`src/rtl/dtree_host_ctrl.sv`:
```
// dtree_host_ctrl: host sequencer for a decision-tree core.
// Walks tree symbols, fetches features, swaps ROM pages, reports a label.
module dtree_host_ctrl #(
    parameter int unsigned DATA_LEN    = 4,
    parameter int unsigned PC_LEN      = 7,
    parameter int unsigned INSTR_LEN   = 8,
    parameter int unsigned NPAGES      = 3,
    parameter int unsigned PAGE_W      = 2,
    parameter logic [INSTR_LEN-1:0] BR0_INSTR = INSTR_LEN'(8'b1000_0000),
    parameter int unsigned TIMEOUT_CYC = 65535
) (
    input  logic                 CLK,
    input  logic                 RSTN,
    input  logic [DATA_LEN-1:0]  OPORT,
    input  logic [PC_LEN-1:0]    PC,
    input  logic [INSTR_LEN-1:0] ROM_INSTR,
    input  logic                 FEAT_ACK,
    input  logic [DATA_LEN-1:0]  FEAT_DATA,
    output logic [INSTR_LEN-1:0] INSTR,
    output logic [DATA_LEN-1:0]  IPORT,
    output logic                 CORE_RSTN,
    output logic                 CORE_HOLD,
    output logic [PAGE_W-1:0]    PAGE_SEL,
    output logic                 FEAT_REQ,
    output logic [DATA_LEN-1:0]  FEAT_IDX,
    output logic [1:0]           LABEL,
    output logic                 LABEL_VALID,
    output logic                 ERR
);

    typedef enum logic [3:0] {
        S_START,
        S_OTH0,
        S_OTH1,
        S_OTH2,
        S_OPR0,
        S_OPR1,
        S_OPR2,
        S_FWAIT,
        S_FREQ,
        S_FFETCH,
        S_RESTART,
        S_PAGE,
        S_CHILD,
        S_DONE
    } state_t;

    localparam logic [PAGE_W+1:0] NP_L    = (PAGE_W+2)'(NPAGES);
    localparam logic [15:0]       WD_LAST = 16'(TIMEOUT_CYC - 1);

    state_t            state;
    state_t            nxt;
    logic [1:0]        sym;
    logic [1:0]        lbl;
    logic              bad_child;
    logic [PAGE_W+1:0] child;
    logic [15:0]       wd;

    assign sym = OPORT[1:0];

    // Heap-ordered child page: 2*page + 1 + sym[0]
    assign child = {1'b0, PAGE_SEL, 1'b1}
                 + {{(PAGE_W+1){1'b0}}, sym[0]};

    assign INSTR = (state == S_PAGE && PC != '0) ? BR0_INSTR
                                                 : ROM_INSTR;

    always_comb begin
        nxt       = state;
        lbl       = LABEL;
        bad_child = 1'b0;
        unique case (state)
            S_START: begin
                if (sym == 2'd1)
                    nxt = S_OPR0;
                else if (sym == 2'd2)
                    nxt = S_OTH0;
            end
            S_OTH0: begin
                if (sym == 2'd0)
                    nxt = S_OTH2;
                else if (sym == 2'd1)
                    nxt = S_OTH1;
            end
            S_OTH1: begin
                if (sym == 2'd2)
                    nxt = S_FWAIT;
            end
            S_OTH2: begin
                if (sym == 2'd1) begin
                    nxt = S_DONE;
                    lbl = 2'd0;
                end else if (sym == 2'd2) begin
                    nxt = S_DONE;
                    lbl = 2'd1;
                end
            end
            S_OPR0: begin
                if (sym == 2'd0)
                    nxt = S_OPR2;
                else if (sym == 2'd2)
                    nxt = S_OPR1;
            end
            S_OPR1: begin
                if (sym == 2'd0 || sym == 2'd1) begin
                    if (child >= NP_L) begin
                        nxt       = S_DONE;
                        bad_child = 1'b1;
                    end else begin
                        nxt = S_RESTART;
                    end
                end
            end
            S_OPR2: begin
                if (sym == 2'd1) begin
                    nxt = S_DONE;
                    lbl = 2'd3;
                end else if (sym == 2'd2) begin
                    nxt = S_DONE;
                    lbl = 2'd2;
                end
            end
            S_FWAIT:   nxt = S_FREQ;
            S_FREQ: begin
                if (FEAT_ACK)
                    nxt = S_FFETCH;
            end
            S_FFETCH: begin
                if (sym == 2'd3)
                    nxt = S_START;
            end
            S_RESTART: nxt = S_PAGE;
            S_PAGE: begin
                if (PC == '0)
                    nxt = S_CHILD;
            end
            S_CHILD: begin
                if (sym == 2'd3)
                    nxt = S_START;
            end
            S_DONE:    nxt = S_DONE;
            default:   nxt = S_START;
        endcase
    end

    always_ff @(posedge CLK or negedge RSTN) begin
        if (!RSTN) begin
            state       <= S_START;
            PAGE_SEL    <= '0;
            IPORT       <= '0;
            FEAT_IDX    <= '0;
            LABEL       <= '0;
            FEAT_REQ    <= 1'b0;
            LABEL_VALID <= 1'b0;
            ERR         <= 1'b0;
            CORE_HOLD   <= 1'b0;
            CORE_RSTN   <= 1'b0;
            wd          <= '0;
        end else begin
            CORE_RSTN <= 1'b1;
            if (nxt != state) begin
                state <= nxt;
                wd    <= '0;
                if (nxt == S_FREQ) begin
                    FEAT_IDX  <= OPORT;
                    FEAT_REQ  <= 1'b1;
                    CORE_HOLD <= 1'b1;
                end
                if (state == S_FREQ) begin
                    IPORT     <= FEAT_DATA;
                    FEAT_REQ  <= 1'b0;
                    CORE_HOLD <= 1'b0;
                end
                if (nxt == S_RESTART) begin
                    PAGE_SEL  <= child[PAGE_W-1:0];
                    CORE_RSTN <= 1'b0;
                end
                if (nxt == S_DONE) begin
                    LABEL_VALID <= 1'b1;
                    CORE_HOLD   <= 1'b1;
                    if (bad_child)
                        ERR <= 1'b1;
                    else
                        LABEL <= lbl;
                end
            end else if (state != S_FREQ && state != S_DONE) begin
                // A feature wait may legitimately stall forever
                if (wd == WD_LAST) begin
                    state       <= S_DONE;
                    ERR         <= 1'b1;
                    LABEL_VALID <= 1'b1;
                    CORE_HOLD   <= 1'b1;
                end else begin
                    wd <= wd + 16'd1;
                end
            end
        end
    end

endmodule

```
`config.mk`:
```
export PLATFORM = sky130hd
export DESIGN_NAME = dtree_host_ctrl
export DESIGN_NICKNAME = d
export VERILOG_FILES = /design/src/rtl/dtree_host_ctrl.sv
export SDC_FILE = /design/constraint.sdc
export NUM_CORES = 1
export LEC_CHECK = 0
export BUFFER_PORTS_ARGS = -buffer_cell sky130_fd_sc_hd__buf_2
export CAP_MARGIN = 20
export CELL_PAD_IN_SITES_DETAIL_PLACEMENT = 1
export CELL_PAD_IN_SITES_GLOBAL_PLACEMENT = 1
export CORE_ASPECT_RATIO = 1.1
export CORE_MARGIN = 3
export CORE_UTILIZATION = 44
export DETAILED_ROUTE_END_ITERATION = 12
export GPL_TIMING_DRIVEN = 1
export PLACE_DENSITY = 0.91
export SLEW_MARGIN = 10
export SYNTH_ARGS = -nofsm -noshare
export SYNTH_HDL_FRONTEND = slang
export SYNTH_SLANG_ARGS = --single-unit
```
`constraint.sdc`:
```
create_clock -name CLK -period 7.2 [get_ports CLK]
set_clock_uncertainty 0.2 [all_clocks]
set_input_delay 1.08 -clock CLK [delete_from_list [all_inputs] [get_ports CLK]]
set_output_delay 1.08 -clock CLK [all_outputs]
set_load 0.02 [all_outputs]
```
==> flow_summary_export.csv <==
group,metric,value,unit
run_status,status,"finished clean",
setup_path,crit_slowest_cell,"dfrtp_1",
pwr,vdd_drop_max,202,uV
cts,clockBufferDepth,2,
grt,grt_overflow,0,
sta,rsz0062_at_grt,"no",
placed_design,port_buffers,50,
die,io-pin-count,51,
final_layout,drive_gt1_share,26.3,%
grt,grt_pass1_vias,2177,
sta,worstMarginPinSlew,832,ps
route,vias,2049,
route,wire_per_inst,16.7,um
route,drcViolationCount,0,
sta,finalCriticalPeriod,3750,ps
sta,tns,0,ps
route,routed_via_density,5.45,
synth,synthesis.nets,294,
final_layout,area_delta_synth_final,14.7,%
sta,drv_slew,0,
cts,clockRootBuffer,"clkbuf_8",
sta,fmax,267,MHz
die,dieArea,6370,um^2
synth,synthCells,260,
final_layout,regArea,926,um^2
route,finalWirelength,6270,um
placed_design,hpwlAfterDp,4830,um
synth,syn_area,2400,um^2
setup_path,cpPeakStageDelay,800,ps
final_layout,fillerInstances,637,
grt,grt_usage,20.8,%
setup_path,cp_max_fo,20,
setup_path,critical_path.top_delay_family,"flip-flops",
route,drtPass1Iterations,4,
setup_path,start_kind,"register",
cts,cts_resized,0,
grt,grt_max_degree,38,
synth,ys_seq_area_share,38.6,%
sta,finalSetupViolations,0,
cts,clk_pin_slew,70,ps
synth,yosys_warnings,0,
setup_path,path_buf_inv,1,
sta,slew_headroom,44.5,%
synth,synth_top_area_share,38.6,%
die,fp.dieW,76.4,um
cts,cts_made_buffers,5,
sta,finalCritPeriodShare,52.0,%
synth,yosys-top-cells-area,"dfrtp_1 39%, nor2_1 5.8%, ha_1 4.2%",
final_layout,nets,338,
pwr,power_density,386,nW/um^2
final_layout,antenna_cells,0,
final_layout,multi_input_area,1340,um^2
grt,grt_pass1_wl,10700,um
cts,htreeDepth,2,
cts,cts_setup_buffers,0,
sta,timing.hold.ws,300,ps
setup_path,cp-end-kind,"output port",
synth,syn_area_per_cell,9.22,um^2
grt,antenna_found_initial,0,
die,core,5130,um^2
die,start_util,46.7,%
sta,final_hold_viol_count,0,
die,die_h,83.4,um
setup_path,cp_cell_sequence,"nand2_1, a211oi_1, or2_2, buf_2",
cts,cts_tree,"yes",
cts,cts_hold_buf,0,
setup_path,path_class,"reg -> out",
pwr,leakage,1.21,nW
synth,synthDistinctLibCells,52,
route,drtIter0Drc,152,
synth,yosysTopAreaCell,"dfrtp_1",
setup_path,cp.arrival,2470,ps
placed_design,gp_congestion,0.837,
pwr,total_power,1.06,mW
run,cap_violations,0,
route,ant_nets,0,
die,rows,27,
synth,yosys_register_bits,37,
setup_path,cp.required,5920,ps
cts,clk_latency,290,ps
cts,clock_sinks,37,
min_path,hold_class,"reg -> reg",
[routing by layer]
layer / track usage [%] / vias to the layer above / wire length, um
li1: - / 985 / -
met1: 23.8 / 1006 / 2490
met2: 38.4 / 48 / 3400
met3: 4.23 / 10 / 279
met4: 6.43 / 0 / 99
met5: 0 / - / 0
[cell families (layout without fill, tap and decap cells)]
logic type | after synthesis | count (layout) | synth area share (%)
AO/OA/AOI/OAI | 43 | 43 | 13.4
XOR/XNOR | 17 | 17 | 6.52
adder cells (fa/ha/maj) | 8 | 8 | 4.18
buffers and inverters | 23 | 67 | 5.43
flip-flops | 37 | 37 | 38.6
multiplexers | 14 | 14 | 6.26
AND/OR/NAND/NOR | 118 | 118 | 25.6
[worst reg2reg max path, delay by kind of cell, from the launching register on]
| kind | cells | cell delay (ps) |
|---|---|---|
| AND/OR/NAND/NOR | 2 | 460 |
| flip-flops | 1 | 780 |
| buffers and inverters | 1 | 300 |
| AO/OA/AOI/OAI | 4 | 1260 |
[final timing paths]
| path | startpoint | end | slack [ps] | cells after the start |
|---|---|---|---|---|
| min reg2reg | LABEL[0]$_DFFE_PN0P_ | LABEL[0]$_DFFE_PN0P_ | 300 | 1 |
| min in group asynchronous | RSTN | FEAT_IDX[0]$_DFFE_PN0P_ | 680 | 1 |
| min | LABEL[0]$_DFFE_PN0P_ | LABEL[0]$_DFFE_PN0P_ | 300 | 1 |
| max in group asynchronous | RSTN | IPORT[0]$_DFFE_PN0P_ | 5590 | 1 |
| max | state[0]$_DFFE_PN0P_ | INSTR[7] | 3450 | 4 |
| max reg2reg | state[2]$_DFFE_PN0P_ | ERR$_DFFE_PN0P_ | 4110 | 7 |
[report_power, final]
part	total, mW	internal (mW)	switching [mW]	leakage (nW)
combinational	0.532	0.207	0.326	0.688
sequential	0.358	0.264	0.0932	0.471
clock	0.172	0.101	0.0715	0.0540
total	1.06	0.572	0.490	1.21
[state kept, by name, summed over array words and instances (netlist names), 2 cells and up]
signal / count
wd: 16
FEAT_IDX: 4
IPORT: 4
state: 4
LABEL: 2
PAGE_SEL: 2
[Yosys cell counts, drive strengths merged]
master   count
mux2i        6
and2         3
a22oi        1
o2bb2ai      1
nand2       25
a21boi       2
o311ai       1
ha           8
o21ai       11
mux2         8
nor2        37
xnor2       11
o211a        2
nor3        11
or2          3
nor2b       10
o31ai        1
nand4bb      1
inv         10
nor4         3
and3         2
a211oi       7
xor2         6
a21oi       11
a311oi       1
nand4b       1
o41ai        2
nand4        5
nor4b        2
o32a         1
and4         1
o32ai        2
nand3        9
buf         12
nand2b       4
dfrtp       37
clkbuf       1
nor3b        1
[area by class of cell]
| type | instances | share of cell area, % |
|---|---|---|
| tap | 72 | 3.28 |
| multi-input combinational | 200 | 48.8 |
| sequential | 37 | 33.7 |
| inverter | 10 | 1.37 |
| timing repair buffer | 50 | 9.10 |
| clock buffer | 5 | 2.50 |
| clock inverter | 2 | 1.27 |
[cell usage in the layout, fill, tap and decap left out, drive strengths merged, types with 2 or more instances in the layout]
cell type  synthesis  final
nand3              9      9
o211a              2      2
and2               3      3
mux2               8      8
a21oi             11     11
o21ai             11     11
dfrtp             37     37
ha                 8      8
nor2b             10     10
xnor2             11     11
nor4b              2      2
nor2              37     37
o32ai              2      2
or2                3      3
and3               2      2
buf               12     50
mux2i              6      6
inv               10     10
clkbuf             1      5
o41ai              2      2
a21boi             2      2
nand2b             4      4
nand4              5      5
nand2             25     25
nor4               3      3
a211oi             7      7
xor2               6      6
nor3              11     11
[per-stage QoR]
step	setup slack [ps]	util [%]	area [um^2]	cells
after floorplan	3870	-	2400	260
after global placement	3540	51.5	2650	369
after detailed placement	3360	51.5	2650	369
after CTS	3430	53.5	2750	376
after global routing	3220	53.5	2750	376
final	3450	53.5	2750	376
Power figures use the tool's default switching activity.
